**src/rtl/div_pkg.sv**
```systemverilog
// Shared constants for the iterative divider: operand width, counter width and FSM encodings.
package div_pkg;

   localparam int unsigned DIV_W     = 32;
   localparam int unsigned DIV_CNT_W = $clog2(DIV_W);

   localparam logic [1:0] IDLE = 2'd0;
   localparam logic [1:0] BUSY = 2'd1;
   localparam logic [1:0] DONE = 2'd2;

endpackage

```
**src/rtl/div_iter_if.sv**
```systemverilog
// Execute-stage divide request/response bundle between the pipeline and div_iter.
interface div_iter_if
   import div_pkg::*;
#(
   parameter int unsigned WIDTH = DIV_W
);

   logic             start;
   logic             signed_div;
   logic [WIDTH-1:0] a;
   logic [WIDTH-1:0] b;
   logic             flush;
   logic             div_stall;
   logic             result_valid;
   logic [WIDTH-1:0] hi;
   logic [WIDTH-1:0] lo;

   modport master (
      output start, signed_div, a, b, flush,
      input  div_stall, result_valid, hi, lo
   );

   modport slave (
      input  start, signed_div, a, b, flush,
      output div_stall, result_valid, hi, lo
   );

endinterface

```
**src/rtl/div_iter.sv**
```systemverilog
// Restoring multi-cycle DIV/DIVU unit for the E stage; stalls F/D/E while iterating
// and presents the sign-corrected quotient (lo) and remainder (hi) for one cycle.
module div_iter
   import div_pkg::*;
#(
   parameter int unsigned WIDTH = DIV_W
) (
   input  logic       clk,
   input  logic       resetn,
   div_iter_if.slave  bus
);

   localparam int unsigned CNT_W = (WIDTH == DIV_W) ? DIV_CNT_W : $clog2(WIDTH);

   logic [1:0]       state_q, state_d;
   logic [CNT_W-1:0] cnt_q,   cnt_d;
   logic [WIDTH-1:0] dvd_q,   dvd_d;
   logic [WIDTH-1:0] dvs_q,   dvs_d;
   logic [WIDTH:0]   rem_q,   rem_d;
   logic             qneg_q,  qneg_d;
   logic             rneg_q,  rneg_d;
   logic [WIDTH-1:0] hi_q,    hi_d;
   logic [WIDTH-1:0] lo_q,    lo_d;

   logic [WIDTH+1:0] trial;
   logic [WIDTH-1:0] q_res;
   logic [WIDTH-1:0] r_res;
   logic             done_ok;

   function automatic logic [WIDTH-1:0] magnitude(input logic [WIDTH-1:0] x, input logic sgn);
      return (sgn && x[WIDTH-1]) ? (WIDTH'(0) - x) : x;
   endfunction

   function automatic logic [WIDTH-1:0] negate_if(input logic [WIDTH-1:0] x, input logic neg);
      return neg ? (WIDTH'(0) - x) : x;
   endfunction

   // Remainder never exceeds WIDTH bits, so the top bit of trial is a clean underflow flag.
   assign trial   = {rem_q, dvd_q[WIDTH-1]} - (WIDTH+2)'(dvs_q);
   assign q_res   = negate_if(dvd_q, qneg_q);
   assign r_res   = negate_if(rem_q[WIDTH-1:0], rneg_q);
   assign done_ok = (state_q == DONE) && !bus.flush;

   assign bus.div_stall    = resetn && !bus.flush &&
                             (((state_q == IDLE) && bus.start) || (state_q == BUSY));
   assign bus.result_valid = done_ok;
   assign bus.lo           = done_ok ? q_res : lo_q;
   assign bus.hi           = done_ok ? r_res : hi_q;

   always_comb begin
      state_d = state_q;
      cnt_d   = cnt_q;
      dvd_d   = dvd_q;
      dvs_d   = dvs_q;
      rem_d   = rem_q;
      qneg_d  = qneg_q;
      rneg_d  = rneg_q;
      hi_d    = hi_q;
      lo_d    = lo_q;

      case (state_q)
         IDLE: begin
            if (bus.start && !bus.flush) begin
               dvd_d   = magnitude(bus.a, bus.signed_div);
               dvs_d   = magnitude(bus.b, bus.signed_div);
               rem_d   = '0;
               qneg_d  = bus.signed_div && (bus.a[WIDTH-1] ^ bus.b[WIDTH-1]);
               rneg_d  = bus.signed_div && bus.a[WIDTH-1];
               cnt_d   = '0;
               state_d = BUSY;
            end
         end
         BUSY: begin
            if (bus.flush) begin
               state_d = IDLE;
            end else begin
               if (trial[WIDTH+1]) begin
                  rem_d = {rem_q[WIDTH-1:0], dvd_q[WIDTH-1]};
                  dvd_d = {dvd_q[WIDTH-2:0], 1'b0};
               end else begin
                  rem_d = trial[WIDTH:0];
                  dvd_d = {dvd_q[WIDTH-2:0], 1'b1};
               end
               cnt_d = cnt_q + CNT_W'(1);
               if (cnt_q == CNT_W'(WIDTH - 1)) begin
                  state_d = DONE;
               end
            end
         end
         DONE: begin
            // Held start here is still the same instruction, so always return to IDLE.
            state_d = IDLE;
            if (!bus.flush) begin
               lo_d = q_res;
               hi_d = r_res;
            end
         end
         default: state_d = IDLE;
      endcase
   end

   always_ff @(posedge clk or negedge resetn) begin
      if (!resetn) begin
         state_q <= IDLE;
         cnt_q   <= '0;
         dvd_q   <= '0;
         dvs_q   <= '0;
         rem_q   <= '0;
         qneg_q  <= 1'b0;
         rneg_q  <= 1'b0;
         hi_q    <= '0;
         lo_q    <= '0;
      end else begin
         state_q <= state_d;
         cnt_q   <= cnt_d;
         dvd_q   <= dvd_d;
         dvs_q   <= dvs_d;
         rem_q   <= rem_d;
         qneg_q  <= qneg_d;
         rneg_q  <= rneg_d;
         hi_q    <= hi_d;
         lo_q    <= lo_d;
      end
   end

endmodule
```
**src/flat_wrapper.sv**
```systemverilog
// flat-port wrapper written by rule: the top's interface ports become plain ports
module div_iter_flat import div_pkg::*;
#(
   parameter int unsigned WIDTH = DIV_W
)
  (clk, resetn, bus_start, bus_signed_div, bus_a, bus_b, bus_flush, bus_div_stall, bus_result_valid, bus_hi, bus_lo);
  div_iter_if #(.WIDTH(WIDTH)) bus_i ();
  input  logic clk;
  input  logic resetn;
  input wire logic [$bits(bus_i.start)-1:0] bus_start;
  input wire logic [$bits(bus_i.signed_div)-1:0] bus_signed_div;
  input wire logic [$bits(bus_i.a)-1:0] bus_a;
  input wire logic [$bits(bus_i.b)-1:0] bus_b;
  input wire logic [$bits(bus_i.flush)-1:0] bus_flush;
  output wire logic [$bits(bus_i.div_stall)-1:0] bus_div_stall;
  output wire logic [$bits(bus_i.result_valid)-1:0] bus_result_valid;
  output wire logic [$bits(bus_i.hi)-1:0] bus_hi;
  output wire logic [$bits(bus_i.lo)-1:0] bus_lo;
  assign bus_i.start = bus_start;
  assign bus_i.signed_div = bus_signed_div;
  assign bus_i.a = bus_a;
  assign bus_i.b = bus_b;
  assign bus_i.flush = bus_flush;
  assign bus_div_stall = bus_i.div_stall;
  assign bus_result_valid = bus_i.result_valid;
  assign bus_hi = bus_i.hi;
  assign bus_lo = bus_i.lo;
  div_iter #(.WIDTH(WIDTH)) u_core (.clk(clk), .resetn(resetn), .bus(bus_i));
endmodule
```
**config.mk**
```make
export PLATFORM = sky130hd
export DESIGN_NAME = div_iter_flat
export DESIGN_NICKNAME = d
export VERILOG_FILES = /design/src/rtl/div_pkg.sv /design/src/rtl/div_iter_if.sv /design/src/rtl/div_iter.sv /design/src/flat_wrapper.sv
export SDC_FILE = /design/constraint.sdc
export NUM_CORES = 1
export LEC_CHECK = 0
export CORE_ASPECT_RATIO = 0.7
export CORE_MARGIN = 8
export CORE_UTILIZATION = 64
export CTS_CLUSTER_SIZE = 8
export DETAILED_ROUTE_END_ITERATION = 10
export DONT_BUFFER_PORTS = 1
export HOLD_SLACK_MARGIN = 0.03
export PLACE_DENSITY = 0.8
export SLEW_MARGIN = 30
export SYNTH_ARGS = -nofsm -noshare
export SYNTH_HDL_FRONTEND = slang
export SYNTH_SLANG_ARGS = --single-unit
```
**constraint.sdc**
```tcl
create_clock -name clk -period 10.65 [get_ports clk]
set_input_delay 2.13 -clock clk [delete_from_list [all_inputs] [get_ports clk]]
set_output_delay 2.13 -clock clk [all_outputs]
set_load 0.005 [all_outputs]
```
==> flow_summary.toml <==
[status]
status = "completed"

[sta]
maxSlewViolCount = 0
worst_pin_slew_ns = 1.04
rsz0062_at_grt = "no"
hold_viol = 0
max_freq_mhz = 162
setup_viol = 0
hold_slack_ns = 0.482
worst_slew_margin_rel_pct = 30.6
fin_skew_ns = 0.0106
period_minus_slack_ns = 6.16
finalWorstSetupSlack_ns = 4.49
fin_crit_sh_pct = 57.8
tns_ns = 0

[setup_path]
worstPathCellList = "inv_1 > ha_1 > or4b_1 > nor2_1 > nand2_1 > or3_1 > or3_4 > or4_4 > o21ai_0 > xor2_1 > o21ai_0"
crit_top_cell = "o21ai_0"
end_kind = "output pin"
setup.worst_path.start_class = "register"
critPathMaxFanout = 4
worstPathRequired_ns = 8.52
crit_arrival_ns = 4.03
path_class = "reg2out"
critPathMaxStageDelay_ns = 0.54
cp_slowest_cell = "or4b_1"

[clocking]
hold_buffers = 0
postCtsSetupBuffers = 0
ctsRootBufferMaster = "clkbuf_16"
cts_max_path_buffers = 2
cts_buffers = 17
clkTransAtPathRegs_ns = 0.07
cts_tree = "done"
worstSkewPairLatency_ns = 0.44
htreeDepth = 4
post_cts_resize_count = 0
cts.sinks = 170

[logic_synthesis]
synth_commonest_cells = "nand2_1 (221), o21ai_0 (202), dfrtp_1 (170)"
yosys.area.top_type = "dfrtp_1"
yosysWarnings = 0
synth_seq_area_share_pct = 38.7
synth.avg_cell_area_sq_um = 8.44
synth_flop_cell = "dfrtp_1"
synth-edff-count = 0
syn-cell-area_sq_um = 11000
synth_nets = 1411
synth_top_area_share_pct = 38.7
ys_types = 66
synthCells = 1303
yosys-top-cells-area = "dfrtp_1 (39%), o21ai_0 (9.2%), xor2_1 (8.4%)"
ys_async_sr_fraction_pct = 100
yosysMostFrequentCell = "nand2_1"
ys_ff_latch = 170

[cells_and_area]
fillCellCount = 1358
drive_gt1_share_pct = 5.16
diodes = 0
nets = 1373
final_design_area_no_fill_sq_um = 11800
post-route-util_pct = 69.3
multiInputGateArea_sq_um = 6360
syn2layout_area_growth_pct = 6.85
regArea_sq_um = 4260
stdcell_count = 1509

[worst_hold_path]
hold_path.class = "reg2reg"

[grt]
grt.overflow.total = 0
first_global_vias = 8438
grt_usage_pct = 26.6
grt_pass1_wl_mm = 46.7
grt_max_degree = 172
antenna_found_initial = 0

[run]
cap_violations = 0

[route]
vias = 9396
wl_mm = 29.3
drt_iter0_markers = 1050
drcViolationCount = 0
first_pass_iters = 5
ant_nets = 0
wl_per_cell_um = 19.4
viasPerCell = 6.23

[power]
p_leak_nw = 5.15
peakVddDrop_v = 0.000168
finalPower_mw = 3.10
power_density_nw_per_um2 = 264

[floorplanning]
core_sq_um = 17000
dieArea_sq_um = 21700
die_y_um = 126
start_util_pct = 64.8
ios = 135
placementRows = 40
die_x_um = 173

[placement]
numPortBuffers = 0
place_ws_ns = 4.78
placed_cell_area_sq_um = 11100
place_congestion = 0.933
dp_hpwl_mm = 21.5
dp.cells = 1477
-- path summary, 6_finish.rpt --
check,start,end,slack [ns],cells after the start
setup / recovery,u_core.dvd_q[0],bus_lo[24],4.49,11
hold / removal,u_core.dvs_q[25],u_core.dvs_q[25],0.48,2
setup reg to reg,u_core.rem_q[2],u_core.rem_q[1],6.87,11
hold reg to reg,u_core.dvs_q[25],u_core.dvs_q[25],0.48,2
max in group asynchronous,resetn,u_core.lo_q[6],9.02,0
min in group asynchronous,resetn,u_core.dvs_q[12],1.39,0
-- layout by cell type, fill, tap and decap left out, types with 10 or more instances in the layout --
| cell | count |
|---|---|
| nand3_1 | 15 |
| xor2_1 | 104 |
| ha_1 | 38 |
| o31ai_1 | 36 |
| nor3_1 | 10 |
| inv_1 | 46 |
| o21ai_0 | 202 |
| or4_1 | 17 |
| mux2i_1 | 22 |
| a21oi_1 | 81 |
| dfrtp_1 | 169 |
| xnor2_1 | 39 |
| o41ai_1 | 15 |
| clkbuf_16 | 17 |
| nand2_1 | 220 |
| or3_1 | 18 |
| a21o_1 | 13 |
| nor2_1 | 66 |
-- critical path, delay by kind of cell (launching register included) --
kind | cells | cell delay (ns)
buf+inv | 1 | 0.18
simple gates | 6 | 2.09
xor+xnor | 1 | 0.10
compound gates | 2 | 0.58
flops | 1 | 0.41
fa+ha+maj | 1 | 0.21
-- report_power, final --
part | internal (mW) | switching (mW)
Sequential | 0.762 | 0.227
Combinational | 0.614 | 0.845
Clock | 0.362 | 0.289
Total | 1.74 | 1.36
-- per-layer routing --
metal | global-route usage [%] | part of all wire [%]
met1 | 42.6 | 49
met2 | 33.4 | 37
met3 | 8.45 | 13
met4 | 5.36 | 0.74
met5 | 0 | 0
-- state kept, by name, summed over array words and instances (netlist names) --
register and cells:
u_core.dvs_q 32, u_core.state_q 2, u_core.dvd_q 32, u_core.hi_q 32
u_core.cnt_q 5, u_core.qneg_q 1, u_core.rneg_q 1, u_core.lo_q 32
u_core.rem_q 33
-- final cells by class --
class | count | area share (%)
Clock inverter | 14 | 1.51
Timing Repair Buffer | 7 | 0.447
Sequential cell | 170 | 36.2
Inverter | 46 | 1.47
Multi-Input combinational cell | 1023 | 54.2
Tap cell | 231 | 2.46
Clock buffer | 18 | 3.74
-- kinds of logic (layout without fill, tap and decap cells) --
kind of cell | after synthesis | in the layout | synth area share (%)
DFF | 170 | 170 | 38.7
AOI/OAI and AO/OA | 407 | 407 | 22.1
buffers and inverters | 110 | 85 | 3.80
adders and majority gates | 39 | 39 | 4.51
and+or+nand+nor | 411 | 411 | 17.5
muxes | 22 | 22 | 2.00
xor gates and xnor gates | 144 | 144 | 11.5
No activity file was read; power rests on OpenSTA's default activity.
